**src/rtl/hash_unpacker.sv**
```systemverilog
`default_nettype none
// ============================================================================
// Module      : hash_unpacker
// Description : Captures one SHA-256 digest as WORD_COUNT words, most
//               significant word first. It then streams the digest to a UART
//               transmitter one byte at a time, big-endian, using a
//               launch/done handshake. Truncated digests and words that
//               arrive while a digest is being sent raise a one-cycle error
//               pulse.
// Revision    : 1.0 - initial release
// ============================================================================
module hash_unpacker #(
  parameter int DATA_WIDTH = 32,
  parameter int WORD_COUNT = 8
) (
  input  logic                  clk,
  input  logic                  rst,
  input  logic                  core_dv_in,
  input  logic [DATA_WIDTH-1:0] hash_in,
  input  logic                  tx_active_in,
  input  logic                  tx_done_in,
  output logic                  tx_dv_out,
  output logic [7:0]            tx_byte_out,
  output logic                  busy_out,
  output logic                  done_out,
  output logic                  err_out
);

  // Derived sizes. DATA_WIDTH/8 and WORD_COUNT are assumed to be powers of two.
  localparam int C_NUM_BYTES = (DATA_WIDTH * WORD_COUNT) / 8;
  localparam int C_BPW       = DATA_WIDTH / 8;
  localparam int C_WC_W      = $clog2(WORD_COUNT);
  localparam int C_BC_W      = $clog2(C_NUM_BYTES);
  localparam int C_BS_W      = $clog2(C_BPW);

  localparam logic [C_WC_W-1:0] C_LAST_WORD = C_WC_W'(WORD_COUNT - 1);
  localparam logic [C_BC_W-1:0] C_LAST_BYTE = C_BC_W'(C_NUM_BYTES - 1);
  localparam logic [C_WC_W-1:0] C_ONE_WORD  = C_WC_W'(1);

  typedef enum logic [2:0] {
    IDLE    = 3'd0,
    CAPTURE = 3'd1,
    SEND    = 3'd2,
    WAIT_TX = 3'd3,
    CLEANUP = 3'd4
  } state_t;

  state_t                 state_q, state_d;
  logic [C_WC_W-1:0]      word_cnt_q, word_cnt_d;
  logic [C_BC_W-1:0]      byte_cnt_q, byte_cnt_d;
  // Entry 0 holds the most significant digest word.
  logic [DATA_WIDTH-1:0]  buffer_q [WORD_COUNT];
  logic [DATA_WIDTH-1:0]  buffer_d [WORD_COUNT];
  logic                   tx_dv_q, tx_dv_d;
  logic [7:0]             tx_byte_q, tx_byte_d;
  logic                   busy_q, busy_d;
  logic                   done_q, done_d;
  logic                   err_q, err_d;

  logic [C_WC_W-1:0]      w_word_sel;
  logic [C_BS_W-1:0]      w_byte_sel;
  logic [DATA_WIDTH-1:0]  w_cur_word;
  logic [DATA_WIDTH-1:0]  w_shifted_word;
  logic [7:0]             w_cur_byte;

  // Pick the byte at byte_cnt: upper bits choose the word, lower bits the byte within it.
  always_comb begin
    w_word_sel     = byte_cnt_q[C_BC_W-1 -: C_WC_W];
    w_byte_sel     = byte_cnt_q[C_BS_W-1:0];
    w_cur_word     = buffer_q[w_word_sel];
    w_shifted_word = w_cur_word << {w_byte_sel, 3'b000};
    w_cur_byte     = w_shifted_word[DATA_WIDTH-1 -: 8];
  end

  // Next-state, counter, buffer and registered-output computation.
  always_comb begin
    state_d    = state_q;
    word_cnt_d = word_cnt_q;
    byte_cnt_d = byte_cnt_q;
    buffer_d   = buffer_q;
    tx_dv_d    = 1'b0;
    tx_byte_d  = tx_byte_q;
    done_d     = 1'b0;
    err_d      = 1'b0;

    case (state_q)
      IDLE: begin
        if (core_dv_in) begin
          buffer_d[0] = hash_in;
          word_cnt_d  = C_ONE_WORD;
          state_d     = CAPTURE;
        end
      end

      CAPTURE: begin
        if (core_dv_in) begin
          buffer_d[word_cnt_q] = hash_in;
          if (word_cnt_q == C_LAST_WORD) begin
            word_cnt_d = '0;
            byte_cnt_d = '0;
            state_d    = SEND;
          end else begin
            word_cnt_d = word_cnt_q + 1'b1;
          end
        end else begin
          // A gap in the word stream means the digest is incomplete; drop it.
          err_d      = 1'b1;
          word_cnt_d = '0;
          state_d    = IDLE;
        end
      end

      SEND: begin
        err_d = core_dv_in;
        if (!tx_active_in) begin
          tx_dv_d   = 1'b1;
          tx_byte_d = w_cur_byte;
          state_d   = WAIT_TX;
        end
      end

      WAIT_TX: begin
        err_d = core_dv_in;
        if (tx_done_in) begin
          if (byte_cnt_q == C_LAST_BYTE) begin
            done_d  = 1'b1;
            state_d = CLEANUP;
          end else begin
            byte_cnt_d = byte_cnt_q + 1'b1;
            state_d    = SEND;
          end
        end
      end

      CLEANUP: begin
        err_d      = core_dv_in;
        word_cnt_d = '0;
        byte_cnt_d = '0;
        state_d    = IDLE;
      end

      default: begin
        state_d = IDLE;
      end
    endcase

    // Registered copy of "not idle" so busy_out tracks the state register exactly.
    busy_d = (state_d != IDLE);
  end

  // State and output registers with asynchronous reset.
  always_ff @(posedge clk or posedge rst) begin
    if (rst) begin
      state_q    <= IDLE;
      word_cnt_q <= '0;
      byte_cnt_q <= '0;
      buffer_q   <= '{default: '0};
      tx_dv_q    <= 1'b0;
      tx_byte_q  <= '0;
      busy_q     <= 1'b0;
      done_q     <= 1'b0;
      err_q      <= 1'b0;
    end else begin
      state_q    <= state_d;
      word_cnt_q <= word_cnt_d;
      byte_cnt_q <= byte_cnt_d;
      buffer_q   <= buffer_d;
      tx_dv_q    <= tx_dv_d;
      tx_byte_q  <= tx_byte_d;
      busy_q     <= busy_d;
      done_q     <= done_d;
      err_q      <= err_d;
    end
  end

  assign tx_dv_out   = tx_dv_q;
  assign tx_byte_out = tx_byte_q;
  assign busy_out    = busy_q;
  assign done_out    = done_q;
  assign err_out     = err_q;

endmodule
`default_nettype wire

```
**config.mk**
```make
export PLATFORM = sky130hd
export DESIGN_NAME = hash_unpacker
export DESIGN_NICKNAME = d
export VERILOG_FILES = /design/src/rtl/hash_unpacker.sv
export SDC_FILE = /design/constraint.sdc
export NUM_CORES = 1
export LEC_CHECK = 0
export CAP_MARGIN = 25
export CORE_ASPECT_RATIO = 0.9
export CORE_MARGIN = 4
export CORE_UTILIZATION = 55
export DETAILED_ROUTE_END_ITERATION = 16
export DONT_BUFFER_PORTS = 1
export PLACE_DENSITY = 0.7
export SYNTH_ARGS = -nofsm -noshare
export SYNTH_HDL_FRONTEND = slang
export SYNTH_SLANG_ARGS = --single-unit
```
**constraint.sdc**
```tcl
create_clock -name clk -period 20.2 [get_ports clk]
set_input_delay 3.03 -clock clk [delete_from_list [all_inputs] [get_ports clk]]
set_output_delay 3.03 -clock clk [all_outputs]
set_load 0.01 [all_outputs]
```
======== Word-level counts from Yosys, hierarchy flattened ========
Cells that the tools add are included.
storage, ports and cells
  register bits ........................... 279
  input bits .............................. 37
  output and inout bits ................... 12
  logic and storage cells ................. 80
cells by class
  add/subtract/negate cells ............... 2
  magnitude comparators ................... 3
  eq/ne operators ......................... 11
  shift operators ......................... 1
  multiplexer cells ....................... 32
  bitwise logic cells ..................... 3
  reduce and logical (&&, ||, !) cells .... 12
operators with widths
  operator                                                    number
  bitwise mux 256 bit                                         1
  2-to-1 mux 256 bit                                          1
  2-to-1 mux 32 bit                                           4
  binary-select mux 32 bit (select 3 bit)                     1
  demux 32 bit (select 3 bit)                                 1
  one-hot mux 32 bit (2 select lines)                         1
  left shift 32 x 5 -> 32 bit                                 1
  2-to-1 mux 3 bit                                            9
  2-to-1 mux 5 bit                                            4
  one-hot mux 5 bit (3 select lines)                          1
  one-hot mux 3 bit (4 select lines)                          1
  != test 2 bit, second input constant                        5
  one-hot mux 3 bit (3 select lines)                          1
  nonzero test 3 bit                                          3
  greater-or-equal comparator 4 bit, second input constant    2
  inverter 3 -> 4 bit                                         2
  == test 3 x 2 -> 1 bit, second input constant               2
  == test 3 bit, second input constant                        2
  2-to-1 mux 1 bit                                            6
  AND reduction 2 bit                                         3
  adder 5 x 1 -> 5 bit, second input constant                 1
  == test 5 bit, second input constant                        1
  AND reduction 5 bit                                         1
  less-than comparator 4 x 1 -> 1 bit, second input constant  1
  9 further kinds                                             9

======== Logic depth before layout (Yosys ltp) ========
Gate-level depths: netlist (run 1).
  word-level depth ........................ 8
  mapped depth ............................ 9

======== Least setup slack after synthesis (run 1) ========
No wires, ideal clock.
  path kind ............................... input to register
  start point ............................. input port core_dv_in
  end point ............................... register buffer_q[100] (netlist bit)
  data arrival time ....................... 4.379 ns
  required time ........................... 20.073 ns
  path slack .............................. 15.694 ns
  cell stages on the path ................. 5
  cells stage by stage .................... nand2_2 or4_4 nor3b_4 buf_6 mux2_1
between the ends
  cells in the longest elaborated chain, start to end .. 1
RTL lines
  element                               RTL line  text
  from (decl)                           18        input logic core_dv_in,
  AND reduction 2 bit (no source line)  --
  to (signal assigned)                  167       buffer_q <= buffer_d;
  to (decl)                             52        logic [DATA_WIDTH-1:0] buffer_q [WORD_COUNT];
Every way passes these cells.
A chain may end at the register's enable or synchronous reset.

======== Final worst setup path (run 1) ========
  start point ............................. input port core_dv_in
  end point ............................... register buffer_q[177] (netlist bit)
The elaborated chain is that of the path after synthesis.

==> results of run 1 <==
[layer usage]
metal  wire length (um)  up-vias  GRT usage, %
met4                735        0          5.53
met3               1360       53          3.58
met2              13700      173          36.3
met1              12600     4067          31.2
met5                  0        -             0
li1                   -     3347             -
[cells by family after synthesis]
group,Yosys count
AO/OA/AOI/OAI,120
adder cells (fa/ha/maj),4
buffers and inverters,68
flip-flops,279
multiplexers,387
AND/OR/NAND/NOR,49
[power by group]
group          internal [W]  total [W]  switching (W)
Sequential         0.000571   0.000602      0.0000304
Clock              0.000337   0.000548       0.000211
Combinational     0.0000926   0.000231       0.000139
Total               0.00100    0.00138       0.000380
[worst paths after layout]
path / to / slack, ns / cells after the start
max in group asynchronous: buffer_q[94] / 16.19 / 2
setup reg to reg: buffer_q[177] / 16.98 / 5
setup / recovery: buffer_q[177] / 15.35 / 5
min in group asynchronous: busy_out / 2.50 / 1
hold / removal: buffer_q[117] / 0.48 / 1
hold reg to reg: buffer_q[117] / 0.48 / 1
[layout by cell type (no fill, tap or decap), types with 7 or more instances in the layout]
cell         n
dfrtp_1    278
a21oi_1     22
a22oi_1     33
clkinv_2     7
nand2_1     15
o41ai_1      8
nor2_1       9
o22ai_1     10
a221oi_1    16
o21ai_0      7
mux2_2     223
a22o_1      18
buf_4       13
mux2i_1    130
clkbuf_16   29
mux2_1      34
[critical path, stage by stage]
cell and delay (ns):
nand2_2 0.08, or4_4 0.49, nor3b_4 0.84, buf_4 0.43
mux2_2 0.37
[per-stage QoR]
step	utilization [%]	worst slack [ns]	instances	instance area [um^2]
CTS	61.5	15.36	1207	13900
finish	61.8	15.35	1210	14000
global placement	57.0	14.86	1155	12900
global route	61.8	15.28	1210	14000
detailed placement	57.2	14.83	1157	13000
floorplan	-	9.48	907	12700
[cell usage after synthesis (2+ instances only)]
| cell | n |
|---|---|
| nand2b_1 | 2 |
| a22oi_1 | 33 |
| o21ai_0 | 7 |
| buf_2 | 13 |
| clkbuf_1 | 25 |
| mux2_1 | 34 |
| nor2b_1 | 2 |
| nor2_1 | 10 |
| and3_1 | 2 |
| mux2i_1 | 130 |
| nand2_1 | 16 |
| a221oi_1 | 16 |
| ha_1 | 4 |
| a22o_1 | 18 |
| inv_1 | 5 |
| nor3b_4 | 2 |
| buf_4 | 11 |
| buf_6 | 3 |
| a21oi_1 | 22 |
| buf_1 | 10 |
| o41ai_1 | 8 |
| nand3b_1 | 3 |
| dfrtp_1 | 279 |
| o22ai_1 | 10 |
| mux2_2 | 223 |
| nand3_1 | 2 |
[state kept, by name, indices dropped and copies added, names as in the netlist]
name	count
buffer_q	256
busy_out	1
byte_cnt_q	5
done_out	1
err_out	1
state_q	3
tx_byte_out	8
tx_dv_out	1
word_cnt_q	3
[cell type report]
class	count	area (um^2)	share of cell area (%)
clock inverters	13	194	1.39
repair buffers	18	204	1.46
clock buffers	37	786	5.61
flip-flops and latches	279	6990	49.9
multi-input cells	560	5430	38.8
well taps	297	372	2.65
inverters	6	30.0	0.215
==> reports/results.tsv, run 1 <==
stage	metric	value	unit
status	outcome	finished, final reports clean	
die	ios	49	
cts	ctsResizeCount	0	
sta	slew_violations	0	
logic_synthesis	synthArstFlopShare	100	%
cts	htree_levels	1	
worst_setup_path	crit_type	in2reg	
grt	antenna_found_initial	0	
sta	clock_skew	0.0115	ns
logic_synthesis	synth_edf_count	0	
logic_synthesis	synth-seq-cells	279	
logic_synthesis	yosysWarnings	0	
logic_synthesis	yosysSeqAreaShare	54.9	%
worst_setup_path	crit_path_end_kind	flop	
grt	grt_use_total	22.1	%
cts	tritoncts	done	
die	dieArea	25600	um^2
detailed_routing	drc_errors	0	
grt	grt_max_degree	124	
cts	post-cts-setup-buffers	0	
detailed_routing	drtPass1Iterations	5	
grt	grt_pass1_wl	45600	um
sta	period_share	24.0	%
layout	fill_cells	1705	
sta	clock.fmax	0.206	GHz
logic_synthesis	syn_area	12700	um^2
layout	insertedDiodeCount	0	
sta	hold_ws	0.483	ns
power_and_ir_drop	p_leak	6.78	nW
hold_path	min_path_type	reg2reg	
grt	globalRouteOverflowTotal	0	
run	maxCapViolations	0	
logic_synthesis	synth-simple-area-share	2.20	%
power_and_ir_drop	p_per_area	98.6	nW/um^2
cts	clock_sinks	279	
logic_synthesis	synth_top_area_cell	dfrtp_1	
worst_setup_path	crit_path_start_kind	primary input	
logic_synthesis	synth_compound_area_share	6.85	%
logic_synthesis	synth_fp_nets	948	
die	die_y	152	um
detailed_routing	postRouteAntennaNets	0	
grt	grt_pass1_vias	8090	
detailed_routing	wl_per_cell	23.4	um
layout	nNetsFinal	935	
worst_setup_path	timing.rr.start	state_q[0]	
cts	clkSlewWorstSetupHoldPaths	0.06	ns
power_and_ir_drop	total_power	0.00138	W
logic_synthesis	avgSynthCellArea	14.0	um^2
detailed_routing	drtIter0Drc	446	
sta	slew_headroom	32.5	%
die	core	22600	um^2
logic_synthesis	synth_area_leaders	dfrtp_1 (55%), mux2_2 (20%), mux2i_1 (10%), mux2_1 (3.0%), a22oi_1 (1.9%)	
cts	cts_root_buf	clkbuf_16	
logic_synthesis	synth_xor_area_share	0	%
die	start_util	56.2	%
sta	fin_crit	4.85	ns
logic_synthesis	synth_top_family_by_area	multiplexers	
detailed_routing	routed-via-count	7640	
cts	cts_buffers	29	
worst_setup_path	critPathLaunch	core_dv_in	
layout	drive_gt1_share	33.2	%
cts	clk_latency	0.54	ns
logic_synthesis	muxShareOfSynthArea	33.0	%
hold_path	min_from	buffer_q[117]	
worst_setup_path	critical_path_arrival	5.26	ns
sta	hold_violations	0	
die	die_w	168	um
detailed_routing	via_per_inst	6.31	
detailed_routing	drt-total-wl	28300	um
logic_synthesis	synth_cells	907	
cts	ctsLongestPathBuffers	3	
worst_setup_path	required	20.61	ns
placement	place.gp.congestion	0.742	
logic_synthesis	yosys.area.top_type_share	54.9	%
layout	area_growth	10.1	%
cts	cts_hold_buf	0	
logic_synthesis	ys.flop_type	dfrtp_1	
placement	hpwl	17200	um
power_and_ir_drop	vdd_drop_max	67.7	uV
logic_synthesis	synthAdderAreaFrac	0.394	%
placement	port_buffers	0	
worst_setup_path	crit_fanout	17	
logic_synthesis	ys_types	43	
die	num_rows	52	
sta	tightest_slew	1.01	ns
sta	tns	0	ns
sta	setup_viol	0	
sta	grt_setup_unrepaired	no	
(Power assumes the default switching activity.)
==> inputs of run 2 (changes only) <==
Settings changed: ABC_AREA set to 1, PLACE_DENSITY 0.7 to 0.73.
Clock period 20.2 ns to 4.21 ns, I/O delays scaled along.
==> run 2 against run 1 <==
  * Via count is 39% higher
  * Largest cell class unchanged
  * Register-to-register slack worse by 15 ns
  * Largest power group unchanged
  * Clock power grew to 4.5 times the previous value
==> reports/results.tsv, run 2 <==
stage	metric	value	unit	change
status	outcome	finished, final reports clean		
logic_synthesis	muxShareOfSynthArea	0	%	-33 points
detailed_routing	drtIter0Drc	1043		+130%
detailed_routing	drt-total-wl	32800	um	+16%
logic_synthesis	synthAdderAreaFrac	0.389	%	-0.0048 points
worst_setup_path	crit_path_start_kind	flop		
worst_setup_path	crit_buf_inv	2		+1
sta	tns	0	ns	unchanged
layout	regArea	6990	um^2	about the same
power_and_ir_drop	vdd_drop_max	424	uV	+530%
layout	insertedDiodeCount	0		unchanged
logic_synthesis	synth_most_common_cell	nand2_1		
logic_synthesis	synth-simple-area-share	28.6	%	+26 points
logic_synthesis	synthArstFlopShare	100	%	unchanged
die	die_y	153	um	+0.58%
grt	grt_pass1_wl	54700	um	+20%
sta	hold_violations	0		unchanged
cts	htree_levels	1		unchanged
logic_synthesis	syn_area	12900	um^2	+1.2%
sta	tightest_slew	0.967	ns	-0.0447 ns
grt	grt_use_total	25.6	%	+3.4 points
power_and_ir_drop	p_leak	6.55	nW	-3.3%
logic_synthesis	synthTopCellsByCount	nand2_1 (577), dfrtp_1 (279), nand3_1 (255)		
placement	dpl_cell_area	13000	um^2	about the same
layout	fill_cells	2011		+18%
die	dieArea	25900	um^2	+1.2%
layout	final_area	13900	um^2	-0.61%
logic_synthesis	synth_xor_area_share	0	%	unchanged
worst_setup_path	crit_fanout	60		+43
sta	fin_crit	2.45	ns	
sta	setup_viol	0		unchanged
logic_synthesis	yosysSeqAreaShare	54.2	%	-0.67 points
layout	final_common_cell	nand2_1		
grt	grt_pass1_vias	10200		+26%
placement	place.gp.congestion	0.838		+13%
logic_synthesis	synth_area_leaders	dfrtp_1 (54%), nand2_1 (17%), nand3_1 (9.9%), o21ai_0 (8.3%), inv_1 (2.2%)		
grt	globalRouteOverflowTotal	0		unchanged
detailed_routing	drtPass1Iterations	5		unchanged
cts	tritoncts	done		
logic_synthesis	synth_edf_count	0		unchanged
grt	antenna_found_initial	0		unchanged
worst_setup_path	crit_family	buffers and inverters		
logic_synthesis	synth-seq-cells	279		unchanged
sta	slew_violations	0		unchanged
die	num_rows	52		unchanged
logic_synthesis	ys_types	29		-33%
detailed_routing	via_per_inst	5.72		-9.5%
layout	regMostFlops	buffer_q		
sta	grt_setup_unrepaired	no		
sta	clock_skew	0.0171	ns	+0.00559 ns
cts	clk_latency	0.56	ns	+0.02 ns
die	start_util	56.5	%	+0.37 points
die	ios	49		unchanged
layout	drive_gt1_share	5.43	%	-28 points
placement	hpwl	19400	um	+13%
logic_synthesis	synth_compound_area_share	10.7	%	+3.9 points
sta	slew_headroom	35.4	%	+2.9 points
sta	clock.fmax	0.408	GHz	
layout	fin_cells	1863		+54%
cts	clock_sinks	279		unchanged
worst_setup_path	crit_type	reg2reg		
layout	largest_reg_flops	256		unchanged
layout	multi_input_area	5120	um^2	-5.7%
power_and_ir_drop	p_per_area	609	nW/um^2	+520%
cts	cts_buffers	30		+3.4%
placement	port_buffers	0		unchanged
logic_synthesis	yosysWarnings	0		unchanged
logic_synthesis	yosys.area.top_type_share	54.2	%	-0.67 points
logic_synthesis	synth_fp_nets	1642		+73%
logic_synthesis	avgSynthCellArea	8.04	um^2	-43%
logic_synthesis	synth_top_family_by_area	simple AND/OR/NAND/NOR gates		
cts	cts_root_buf	clkbuf_16		
die	die_w	169	um	+0.59%
hold_path	min_path_type	in2async		
die	core	22800	um^2	+0.57%
run	maxCapViolations	0		unchanged
detailed_routing	postRouteAntennaNets	0		unchanged
layout	nNetsFinal	1586		+70%
cts	post-cts-setup-buffers	0		unchanged
cts	clkSlewWorstSetupHoldPaths	0.06	ns	about the same
sta	period_share	58.2	%	
worst_setup_path	slowest_delay	0.65	ns	-0.19 ns
detailed_routing	routed-via-count	10600		+39%
detailed_routing	wl_per_cell	17.6	um	-25%
cts	ctsResizeCount	0		unchanged
cts	ctsLongestPathBuffers	3		unchanged
logic_synthesis	synth_top_area_cell	dfrtp_1		
layout	fin_util	61.1	%	-0.73 points
detailed_routing	drc_errors	0		unchanged
worst_setup_path	critical_path_arrival	2.94	ns	-2.32 ns
worst_setup_path	cp_cell_sequence	inv_4 > buf_4 > nand2_1 > nand3_1 > nand3_1 > nand2_1 > nand2_1 > nand3_1 > nand3_1 > nand2_1		
worst_setup_path	required	4.70	ns	-15.91 ns
placement	preCtsSetupSlack	1.77	ns	-13.06 ns
logic_synthesis	ys.flop_type	dfrtp_1		
layout	area_growth	8.11	%	
grt	grt_max_degree	100		-19%
sta	fin_ws	1.76	ns	-13.59 ns
worst_setup_path	crit_path_end_kind	flop		
layout	layout_common_cells	nand2_1 (577), dfrtp_1 (277), nand3_1 (255)		
cts	cts_hold_buf	0		unchanged
logic_synthesis	synth_cells	1601		+77%
worst_setup_path	cp_slowest_cell	dfrtp_4		
placement	dpl.cell_count	1808		+56%
-- run 2: cell types whose count changed in the layout (fill, tap and decap cells not counted), sizes merged, moves of 72 or more --
cell / change
inv: +72
mux2: -257
mux2i: -130
nand2: +562
nand3: +257
o21ai: +256
-- run 2: kinds of logic (layout without fill, tap and decap cells) --
group	count (synthesis)	in the layout
buffers and inverters	188	153
adder cells (fa/ha/maj)	4	4
flip-flops	279	279
AND/OR/NAND/NOR	860	860
AO/OA/AOI/OAI	270	270
-- run 2: area by class of cell --
cell class | instances | area share, %
well taps | 297 | 2.67
clock inverters | 7 | 0.297
multi-input cells | 1134 | 36.8
repair buffers | 19 | 1.62
flip-flops and latches | 279 | 50.2
clock buffers | 46 | 6.20
inverters | 81 | 2.23
-- run 2: report_power, final --
part | switching, W | internal, W | total (W)
Sequential | 0.000535 | 0.00353 | 0.00407
Combinational | 0.00125 | 0.000714 | 0.00196
Clock | 0.00104 | 0.00140 | 0.00244
Total | 0.00282 | 0.00564 | 0.00847
-- run 2: layer usage --
metal	vias up	wire length (um)	GRT usage, %
met5	-	0	0
met4	0	543	5.37
met3	43	2660	5.29
met2	354	14700	39.7
met1	5144	14900	37.6
li1	5107	-	-
-- run 2: path summary, 6_finish.rpt --
| path | from | endpoint | slack (ns) | cells after the start |
|---|---|---|---|---|
| setup reg to reg | byte_cnt_q[2] | tx_byte_out[5] | 1.76 | 10 |
| hold reg to reg | buffer_q[213] | buffer_q[213] | 0.48 | 2 |
| max in group asynchronous | rst | buffer_q[130] | 3.21 | 2 |
| hold / removal | rst | buffer_q[91] | 0.07 | 1 |
| min in group clk | core_dv_in | err_out | 0.19 | 2 |
| setup / recovery | byte_cnt_q[2] | tx_byte_out[5] | 1.76 | 10 |
-- run 2: metrics by stage --
stage	power [W]	hold slack, ns
after floorplan	0.00551	0.453
after global placement	0.00595	0.465
after detailed placement	0.00606	0.473
after CTS	0.00851	0.0731
after global routing	0.00906	0.0951
final	0.00847	0.0657
==> inputs of run 3 (changes only) <==
Clock period 4.21 ns to 2 ns, I/O delays scaled along.
==> run 3 against run 2 <==
  * Sequential cell count stayed put
  * Worst setup slack worse by 1.6 ns
  * Critical path depth is 3 lower
  * Critical path type unchanged
  * Largest cell class unchanged
  * Largest power group unchanged
==> reports/results.tsv, run 3 (synthesized netlist as in run 2, its figures left out) <==
stage	metric	value	unit	change
sta	grt_setup_unrepaired	no		
worst_setup_path	timing.rr.start	state_q[2]		
layout	fin_util	64.5	%	+3.4 points
worst_setup_path	cp_slowest_cell	dfrtp_1		
sta	fin_crit	1.80	ns	-0.644 ns
cts	htree_levels	1		unchanged
power_and_ir_drop	p_sw_share	33.0	%	-0.32 points
power_and_ir_drop	seq_power_share	46.9	%	-1.1 points
detailed_routing	via_per_inst	5.69		-0.39%
die	core	22800	um^2	unchanged
worst_setup_path	slowest_delay	0.38	ns	-0.27 ns
grt	grt_pass1_vias	10900		+6.6%
detailed_routing	drtPass1Iterations	5		unchanged
power_and_ir_drop	p_leak	6.92	nW	+5.7%
sta	period_share	90.2	%	+32 points
layout	fill_cells	1907		-5.2%
worst_setup_path	reg2reg_slack	0.20	ns	-1.57 ns
power_and_ir_drop	p_per_area	1230	nW/um^2	+100%
cts	clkSlewWorstSetupHoldPaths	0.06	ns	about the same
worst_setup_path	rr_worst_depth	7		-3
die	die_y	153	um	unchanged
status	outcome	finished, final reports clean		
die	start_util	56.5	%	unchanged
detailed_routing	drtIter0Drc	1005		-3.6%
sta	clock.fmax	0.554	GHz	+36%
worst_setup_path	critical_path_arrival	2.27	ns	-0.67 ns
cts	cts_root_buf	clkbuf_16		
sta	tns	0	ns	unchanged
worst_setup_path	critPathLaunch	state_q[2]		
worst_setup_path	crit_type	reg2reg		
cts	cts_buffers	29		-3.3%
sta	slew_violations	0		unchanged
layout	largest_reg_flops	256		unchanged
layout	layout_common_cells	nand2_1 (577), dfrtp_1 (276), nand3_1 (255)		
grt	antenna_found_initial	0		unchanged
worst_setup_path	crit_path_end_kind	flop		
layout	area_growth	14.2	%	
run	maxCapViolations	0		unchanged
layout	insertedDiodeCount	0		unchanged
cts	clock_sinks	279		unchanged
layout	nNetsFinal	1649		+4.0%
worst_setup_path	crit_path_start_kind	flop		
cts	tritoncts	done		
detailed_routing	drt-total-wl	34900	um	+6.3%
cts	clk_latency	0.55	ns	about the same
sta	tightest_slew	0.587	ns	-0.380 ns
detailed_routing	postRouteAntennaNets	0		unchanged
sta	hold_violations	0		unchanged
die	die_w	169	um	unchanged
placement	port_buffers	0		unchanged
detailed_routing	drc_errors	0		unchanged
worst_setup_path	crit_fanout	10		-83%
hold_path	min_path_type	in2reg		
die	num_rows	52		unchanged
power_and_ir_drop	power.internal	0.0121	W	+120%
placement	place.gp.congestion	0.852		+1.7%
sta	clock_skew	0.00993	ns	-0.00716 ns
sta	setup_viol	0		unchanged
grt	grt_use_total	27.2	%	+1.6 points
grt	grt_pass1_wl	57400	um	+4.9%
grt	globalRouteOverflowTotal	0		unchanged
power_and_ir_drop	pwr-share-clk	28.5	%	-0.3 points
sta	hold_ws	0.00704	ns	-0.0587 ns
sta	slew_headroom	60.9	%	+25 points
placement	hpwl	20300	um	+4.4%
power_and_ir_drop	total_power	0.0181	W	+110%
grt	grt_max_degree	108		+8.0%
cts	ctsLongestPathBuffers	3		unchanged
power_and_ir_drop	vdd_drop_max	1630	uV	+280%
layout	final_common_cell	nand2_1		
layout	drive_gt1_share	7.08	%	+1.6 points
die	dieArea	25900	um^2	unchanged
power_and_ir_drop	p_comb_share	24.7	%	+1.6 points
worst_setup_path	crit_path_end	byte_cnt_q[2]		
power_and_ir_drop	p_sw	0.00599	W	+110%
worst_setup_path	cp_cell_sequence	inv_1 > nand2_1 > nor2_2 > o21ai_0 > nor2_4 > a21oi_1 > nor2_1		
detailed_routing	routed-via-count	10900		+2.8%
worst_setup_path	required	2.46	ns	-2.24 ns
placement	dpl_cell_area	13400	um^2	+3.4%
detailed_routing	wl_per_cell	18.1	um	+3.0%
worst_setup_path	timing.rr.end	byte_cnt_q[2]		
die	ios	49		unchanged
layout	regMostFlops	buffer_q		
layout	final_area	14700	um^2	+5.6%
==> run 3: through the flow <==
stage / worst slack [ns] / instances
2_1_floorplan: -1.99 / 1601
3_3_place_gp: 0.175 / 1836
3_5_place_dp: 0.129 / 1836
4_1_cts: 0.106 / 1919
5_1_grt: 0.0216 / 1922
6_report: 0.196 / 1922
==> run 3: worst min-delay path by stage <==
stage / from / end / slack (ns) / depth (start not counted)
after floorplan: core_dv_in / err_out / 0.41 / 2
after global placement: rst / buffer_q[251] / 0.09 / 1
after detailed placement: rst / buffer_q[251] / 0.1 / 1
after CTS: hash_in[8] / buffer_q[168] / 0.0004 / 2
after global routing: hash_in[31] / buffer_q[223] / 0.01 / 2
final: hash_in[29] / buffer_q[29] / 0.007 / 2
==> run 3: metal layers <==
metal | part of all wire [%] | vias to the layer above | GRT usage [%]
li1 | - | 5237 | -
met1 | 44 | 5211 | 39.3
met2 | 45 | 420 | 42.1
met3 | 8.7 | 74 | 5.86
met4 | 2.5 | 0 | 7.05
met5 | 0 | - | 0
==> run 3: critical path: cells and delay by family (launching register included) <==
family	cells	cell delay, ns
AOI/OAI and AO/OA	2	0.36
buffers and inverters	1	0.14
DFF	1	0.38
and+or+nand+nor	4	0.84
==> run 3: power by group through the flow <==
stage	sequential [W]	clock [W]	combinational, W
after CTS	0.00848	0.00522	0.00446
after floorplan	0.00825	0	0.00335
after detailed placement	0.00856	0	0.00437
after global routing	0.00873	0.00550	0.00520
final	0.00850	0.00516	0.00447
after global placement	0.00851	0	0.00419
==> run 3: area by class of cell <==
| type | count | area (um^2) | share of cell area [%] |
|---|---|---|---|
| Sequential cell | 279 | 6990 | 47.5 |
| Multi-Input combinational cell | 1134 | 5120 | 34.8 |
| Timing Repair Buffer | 83 | 1000 | 6.83 |
| Clock buffer | 43 | 848 | 5.77 |
| Tap cell | 297 | 372 | 2.53 |
| Inverter | 81 | 310 | 2.11 |
| Clock inverter | 5 | 53.8 | 0.366 |
==> run 3: timing repair <==
item                       in CTS  in global routing
hold buffers                   35                  0
resized for setup               0                  2
setup endpoints to repair       0                  6
hold endpoints to repair      197                  0
setup buffers                   0                  2
